[src/rtl/brlshift_pipe.sv]
// Pipelined barrel shifter/rotator (SHL/SHR/SAR/ROL/ROR/PASS) with carry-out and zero flags.
// Latency: STAGES cycles from input transfer to out_vld; sustained throughput one op per cycle.
// Backpressure: per-stage valid with bubble collapse; in_rdy depends only on out_rdy and stage valids.
module brlshift_pipe #(
    parameter int WIDTH  = 32,
    parameter int CNTW   = $clog2(WIDTH),
    parameter int STAGES = 2
) (
    input  logic             clk,
    input  logic             rst_n,
    input  logic             in_vld,
    output logic             in_rdy,
    input  logic [WIDTH-1:0] arg,
    input  logic [CNTW-1:0]  cnt,
    input  logic [2:0]       op,
    output logic             out_vld,
    input  logic             out_rdy,
    output logic [WIDTH-1:0] out,
    output logic             flg,
    output logic             zf
);

    // Log-shift levels handled per stage; the last populated stage takes the remainder.
    localparam int LPS = (CNTW + STAGES - 1) / STAGES;

    localparam logic [2:0] OP_SHL = 3'd0;
    localparam logic [2:0] OP_SHR = 3'd1;
    localparam logic [2:0] OP_SAR = 3'd2;
    localparam logic [2:0] OP_ROL = 3'd3;
    localparam logic [2:0] OP_ROR = 3'd4;

    // Per-stage payload: partial result, shift count, mode and running carry.
    // The count travels whole; each stage only inspects the bits of its own levels.
    typedef struct packed {
        logic [WIDTH-1:0] dat;
        logic [CNTW-1:0]  cnt;
        logic [2:0]       op;
        logic             cy;
    } stg_t;

    // One log-shift level: shift/rotate by 2^lvl when that count bit is set.
    // The carry is overwritten by every level that actually moves bits, so after
    // the highest set level it holds the last bit shifted or rotated out overall.
    function automatic stg_t apply_level(input stg_t s, input int lvl);
        stg_t r;
        int   sh;
        r  = s;
        sh = 1 << lvl;
        if (s.cnt[lvl]) begin
            case (s.op)
                OP_SHL: begin
                    r.cy  = s.dat[WIDTH-sh];
                    r.dat = s.dat << sh;
                end
                OP_SHR: begin
                    r.cy  = s.dat[sh-1];
                    r.dat = s.dat >> sh;
                end
                OP_SAR: begin
                    r.cy  = s.dat[sh-1];
                    r.dat = $signed(s.dat) >>> sh;
                end
                OP_ROL: begin
                    r.dat = (s.dat << sh) | (s.dat >> (WIDTH-sh));
                    r.cy  = r.dat[0];
                end
                OP_ROR: begin
                    r.dat = (s.dat >> sh) | (s.dat << (WIDTH-sh));
                    r.cy  = r.dat[WIDTH-1];
                end
                default: r = s;
            endcase
        end
        return r;
    endfunction

    stg_t              stg_q [STAGES];
    stg_t              stg_d [STAGES];
    stg_t              src   [STAGES];
    stg_t              res   [STAGES];
    logic [STAGES-1:0] vld_q;
    logic [STAGES-1:0] vld_d;
    logic [STAGES-1:0] up_vld;
    logic [STAGES-1:0] ld;
    logic              zf_q;
    logic              zf_d;

    // Load enables ripple back from the sink: a stage loads when empty or when its successor loads.
    always_comb begin
        logic nxt;
        nxt = out_rdy;
        ld  = '0;
        for (int k = STAGES - 1; k >= 0; k--) begin
            ld[k] = !vld_q[k] || nxt;
            nxt   = ld[k];
        end
    end

    assign in_rdy = ld[0];

    // Stage inputs: stage 0 takes the operand port, later stages take their predecessor's register.
    always_comb begin
        src[0]    = '{dat: arg, cnt: cnt, op: op, cy: 1'b0};
        up_vld    = '0;
        up_vld[0] = in_vld;
        for (int k = 1; k < STAGES; k++) begin
            src[k]    = stg_q[k-1];
            up_vld[k] = vld_q[k-1];
        end
    end

    // Each stage applies its slice of the log-shift levels to its input.
    always_comb begin
        for (int k = 0; k < STAGES; k++) begin
            res[k] = src[k];
            for (int l = 0; l < CNTW; l++) begin
                if (l >= k * LPS && l < (k + 1) * LPS) begin
                    res[k] = apply_level(res[k], l);
                end
            end
        end
    end

    // Next state: payload only moves on a real transfer so outputs hold while empty or stalled.
    always_comb begin
        vld_d = vld_q;
        zf_d  = zf_q;
        for (int k = 0; k < STAGES; k++) begin
            stg_d[k] = stg_q[k];
            if (ld[k]) begin
                vld_d[k] = up_vld[k];
            end
            if (ld[k] && up_vld[k]) begin
                stg_d[k] = res[k];
            end
        end
        if (ld[STAGES-1] && up_vld[STAGES-1]) begin
            zf_d = (res[STAGES-1].dat == '0);
        end
    end

    // Pipeline registers; reset drops every in-flight operation and clears the visible result.
    always_ff @(posedge clk or negedge rst_n) begin
        if (!rst_n) begin
            vld_q <= '0;
            zf_q  <= 1'b0;
            for (int k = 0; k < STAGES; k++) begin
                stg_q[k] <= '0;
            end
        end else begin
            vld_q <= vld_d;
            zf_q  <= zf_d;
            for (int k = 0; k < STAGES; k++) begin
                stg_q[k] <= stg_d[k];
            end
        end
    end

    assign out_vld = vld_q[STAGES-1];
    assign out     = stg_q[STAGES-1].dat;
    assign flg     = stg_q[STAGES-1].cy;
    assign zf      = zf_q;

endmodule

[config.mk]
export PLATFORM = sky130hd
export DESIGN_NAME = brlshift_pipe
export DESIGN_NICKNAME = d
export VERILOG_FILES = /design/src/rtl/brlshift_pipe.sv
export SDC_FILE = /design/constraint.sdc
export NUM_CORES = 1
export LEC_CHECK = 0
export BUFFER_PORTS_ARGS = -buffer_cell sky130_fd_sc_hd__buf_2
export CAP_MARGIN = 20
export CELL_PAD_IN_SITES_DETAIL_PLACEMENT = 1
export CELL_PAD_IN_SITES_GLOBAL_PLACEMENT = 1
export CORE_ASPECT_RATIO = 1.2
export CORE_MARGIN = 3
export CORE_UTILIZATION = 40
export CTS_BUF_LIST = sky130_fd_sc_hd__clkbuf_16
export CTS_CLUSTER_DIAMETER = 30
export DETAILED_ROUTE_END_ITERATION = 16
export GPL_ROUTABILITY_DRIVEN = 0
export HOLD_SLACK_MARGIN = 0.02
export MAX_ROUTING_LAYER = met4
export PLACE_DENSITY_LB_ADDON = 0.1
export SLEW_MARGIN = 25
export SYNTH_ARGS = -nofsm -noshare
export SYNTH_HDL_FRONTEND = slang
export SYNTH_SLANG_ARGS = --single-unit
[constraint.sdc]
create_clock -name clk -period 5 [get_ports clk]
set_input_delay 0.25 -clock clk [delete_from_list [all_inputs] [get_ports clk]]
set_output_delay 0.25 -clock clk [all_outputs]
set_load 0.05 [all_outputs]
Yosys cells after proc, flatten, opt, wreduce, memory -nomap -nowiden

Cells that the tools add are included.

Equal/unequal tests: 20
Multiplexer cells: 15
Bitwise gates (word level): 9
Reductions and logical operators: 18

Operators by type and width:

| operator                                       | count |
|---|---|
| case mux 32 bit (5 select lines)               | 4 |
| 2-to-1 mux 41 bit                              | 5 |
| case mux 32 bit (4 select lines)               | 1 |
| logical NOT 32 bit                             | 1 |
| OR 16 x 32 -> 32 bit                           | 1 |
| OR 24 x 32 -> 32 bit                           | 1 |
| OR 28 x 32 -> 32 bit                           | 1 |
| OR 30 x 32 -> 32 bit                           | 1 |
| OR 31 x 32 -> 32 bit                           | 1 |
| OR 32 x 1 -> 32 bit                            | 1 |
| OR 32 x 2 -> 32 bit                            | 1 |
| OR 32 x 4 -> 32 bit                            | 1 |
| OR 32 x 8 -> 32 bit                            | 1 |
| == test 3 x 2 -> 1 bit (second input constant) | 10 |
| case mux 1 bit (4 select lines)                | 5 |
| == test 3 x 1 -> 1 bit (second input constant) | 5 |
| == test 3 bit (second input constant)          | 5 |
| logical NOT 3 bit                              | 5 |
| OR reduction 2 bit                             | 6 |
| logical AND 1 bit                              | 2 |
| logical NOT 1 bit                              | 2 |
| logical OR 1 bit                               | 2 |

Flip-flop bits (word level): 77
Word-level logic and storage cells: 71

Longest topological paths before layout

Depth after elaboration: 12
Mapped depth: 12
Depth with buffers taken out: 8

Worst setup path before layout

OpenSTA, ideal clock, no wires.

Path type: reg-to-reg
From: register vld_q[1]
To: register stg_q, in the netlist src[37]
Setup time: 65 ps
Arrival time: 2404 ps
Setup slack: 2531 ps
Cell stages (with the launch flop): 9
Path buffers: 2
Cells stage by stage: dfrtp_1 nand3b_1 and2_1 clkbuf_1 nand2_1 clkbuf_1 nor2_1 o221ai_1 o221a_2

Cells in the longest elaborated chain, start to end: 4

Ends and longest elaborated chain:

| element                       | line | RTL |
|---|---|---|
| start, declared               | 81   | `logic [STAGES-1:0] vld_q;` |
| start signal, assigned        | 151  | `vld_q <= vld_d;` |
| logical NOT 1 bit             | 94   | `ld[k] = !vld_q[k] \|\| nxt;` |
| logical OR 1 bit (2 in a row) | 94   |  |
| net in_rdy                    | 12   | `output logic in_rdy,` |
| logical AND 1 bit             | 133  | `if (ld[k] && up_vld[k]) begin` |
| end signal, assigned by index | 154  | `stg_q[k] <= stg_d[k];` |
| end, declared                 | 77   | `stg_t stg_q [STAGES];` |

The timed path passes the listed nets, and every way through them passes these cells.
A chain may end at the register's enable or synchronous reset.

Final worst setup path

From: register stg_q, in the netlist src[3]
To: register zf_q, in the netlist zf

Cells in the longest elaborated chain, start to end: 7
Elaborated cells between the ends (all ways): 17
Classes of those cells: eq/ne (8); mux (4); bitwise (1); reduce/logical (4)

Ends and longest elaborated chain:

| element                               | line   | RTL |
|---|---|---|
| == test 3 bit (tied with other cells) | 50     | `case (s.op)` |
| case mux 32 bit (5 select lines)      | 50     |  |
| 2-to-1 mux 41 bit *                   | 49     | `if (s.cnt[lvl]) begin` |
| OR 16 x 32 -> 32 bit                  | 64, 68 |  |
| case mux 32 bit (4 select lines)      | 50     |  |
| 2-to-1 mux 41 bit *                   | 49     |  |
| logical NOT 32 bit *                  | 138    | `zf_d = (res[STAGES-1].dat == '0);` |
| end signal, assigned                  | 152    | `zf_q <= zf_d;` |
| end, declared                         | 85     | `logic zf_q;` |

Every way passes the cells marked *; elsewhere a longest branch is shown, timed or not.

==> impl_metrics.yaml <==
clocking:
  clk_latency_ps: 340
  cts.reportedPaths.clkPinSlew_ps: 60
  cts_tree: "yes"
  root_buffer: "clkbuf_16"
  post_cts_buffers: 0
  cts.sinks: 74
  cts_buffers: 9
  post_cts_resized: 0
  clock_path_buffers: 2
  cts_hold_buffers: 0
  h-tree-depth: 3
sta:
  setup_viol: 0
  tightest_slew_ps: 976
  slew_headroom_pct: 34.4
  clock.fmax_mhz: 297
  tns_ps: 0
  period_share_pct: 67.3
  min_period_ps: 3360
  skew_ps: 7.29
  report.final.slew_viol_count: 0
  hold_viol: 0
  rsz0062_at_grt: "no"
pwr:
  powerDensity_mw_per_mm2: 440
  vdd_ir_drop_max_v: 0.000191
  power.total_uw: 3360
  p_leak_uw: 0.00303
global_routing:
  grt_max_degree: 75
  grt_pass1_wl_um: 46700
  antenna_found_initial: 0
  grt-ovfl-total: 0
  track_usage_pct: 31.8
  grt_pass1_vias: 8319
die:
  fp.dieArea_mm2: 0.0189
  core_area_mm2: 0.0169
  die_y_um: 150
  rows: 52
  boundaryPins: 80
  start_util_pct: 40.9
  dieWidth_um: 126
final_layout:
  final-instance-count-excl-fill: 1169
  nets: 992
  diodes: 0
  area_growth_pct: 10.5
  drive_gt1_share_pct: 17.5
yosys:
  syn_area_mm2: 0.00692
  synth.top_cell.area_share_pct: 26.8
  synth_top_area_cell: "dfrtp_1"
  synth_nets: 965
  syn_area_per_cell_um2: 7.51
  synthTopCellsByArea: "dfrtp_1, nand2_1, a21oi_1"
  synthMostInstantiatedCell: "nand2_1"
  synth_common_cells: "nand2_1, a21oi_1, o21ai_0"
  yosys_warnings: 0
  ys_seq_area_share_pct: 26.8
  async_reset_ff_share_pct: 100
  ys_seq_elements: 74
  ys.flop_type: "dfrtp_1"
  synth_edf_count: 0
  netlist_instances: 921
  synth_cell_types: 83
worst_setup_path:
  crit_fanout: 33
  arrival_ps: 3640
  worst-endpoint-required_ps: 5280
  crit_path_max_incr_delay_ps: 550
  setup.worst_path.end_class: "register"
  cp_top_family: "compound AO/OA/AOI/OAI gates"
  path_cells: "buf_4, o21a_4, nor2_4, a31oi_1, o221ai_1, nand4_1, a2111oi_0, and4_1, a32o_2"
  critical_path_class: "reg2reg"
  worstSetupStartpointType: "register"
  slowest_stage: "dfrtp_1"
  critPathBufInv: 1
place:
  numPortBuffers: 79
  dp_hpwl_um: 22200
  placed_cells: 1152
routing:
  first_pass_iters: 5
  antenna_left: 0
  route.detailed.drc: 0
  wl_per_cell_um: 25.2
  num_vias: 7813
  routed_wl_um: 29500
  drt_iter0_drc: 667
  vias_per_cell: 6.68
flow_run:
  drv_cap: 0
hold_path:
  hold_class: "in2reg"
run_status:
  status: "completed"
==> area by class of cell <==
type / instances / area, µm²
clock buffers: 9 / 225
clock inverters: 7 / 91.3
fillers: 2138 / 9270
inverters: 12 / 45.0
multi-input cells: 754 / 4620
flip-flops and latches: 74 / 1850
well taps: 216 / 270
repair buffers: 97 / 539
==> worst reg2reg max path, cell delays in order, from the launching register on <==
cell and delay, ps:
dfrtp_1 550, buf_4 330, o21a_4 210, nor2_4 560
a31oi_1 280, o221ai_1 300, nand4_1 230, a2111oi_0 450
and4_1 260, a32o_2 150
==> final timing paths <==
path                       startpoint       end  slack [ps]  cells after the start
min                            cnt[3]    src[7]         130                      3
max in group asynchronous       rst_n    src[2]        4030                      2
min in group asynchronous       rst_n  vld_q[1]         500                      2
min reg2reg                   out[23]   out[23]         470                      2
max reg2reg                    src[3]        zf        1640                      9
max                            src[3]        zf        1640                      9
==> cell families (layout without fill, tap and decap cells) <==
group / after synthesis / after routing / synth area share, %
xor gates and xnor gates: 4 / 4 / 1.16
and+or+nand+nor: 293 / 293 / 18.8
muxes: 48 / 48 / 7.25
DFF: 74 / 74 / 26.8
buffers and inverters: 93 / 125 / 6.62
AOI/OAI and AO/OA: 409 / 409 / 39.4
==> cells in the final DEF, fill, tap and decap left out, types with 7 or more instances in the layout <==
| master | n |
|---|---|
| nor2_1 | 57 |
| nand2b_1 | 12 |
| nor3_1 | 11 |
| o31a_1 | 7 |
| a211oi_1 | 10 |
| o221ai_1 | 11 |
| a31oi_1 | 20 |
| o31ai_1 | 12 |
| inv_1 | 11 |
| clkbuf_16 | 9 |
| buf_4 | 17 |
| buf_2 | 78 |
| o21ai_1 | 11 |
| o22ai_1 | 22 |
| a21oi_1 | 110 |
| nand2_1 | 153 |
| o21ai_0 | 88 |
| mux2_2 | 13 |
| dfrtp_1 | 73 |
| mux2i_1 | 34 |
| nor2b_1 | 7 |
| nand3_1 | 18 |
| a221oi_1 | 19 |
| o211ai_1 | 16 |
| o221a_2 | 8 |
| o21a_1 | 7 |
==> sequential cells by signal (all words and copies together), names as in the netlist <==
register / count
flg: 1
vld_q: 2
zf: 1
out: 32
src: 38
==> stage by stage <==
stage | worst slack (ps) | hold slack, ps | utilization [%] | cell area (µm²)
2_1_floorplan | 2530 | -45.6 | - | 6920
3_3_place_gp | 1650 | 437 | 43.2 | 7310
3_5_place_dp | 1670 | 455 | 43.2 | 7310
4_1_cts | 1650 | 97.8 | 45.1 | 7620
5_1_grt | 1430 | 135 | 45.2 | 7640
6_report | 1640 | 127 | 45.2 | 7640
==> layer usage <==
layer	global-route usage (%)	vias to the layer above	share of wire, %
met4	23.1	0	8.4
li1	-	3532	-
met5	-	-	0
met2	53.0	353	48
met3	4.61	147	5.6
met1	34.6	3781	38
==> where the power goes <==
part | total [µW] | switching [µW] | internal [µW]
registers | 970 | 210 | 760
clock network | 698 | 263 | 435
logic | 1690 | 1200 | 491
Power figures use the tool's default switching activity.
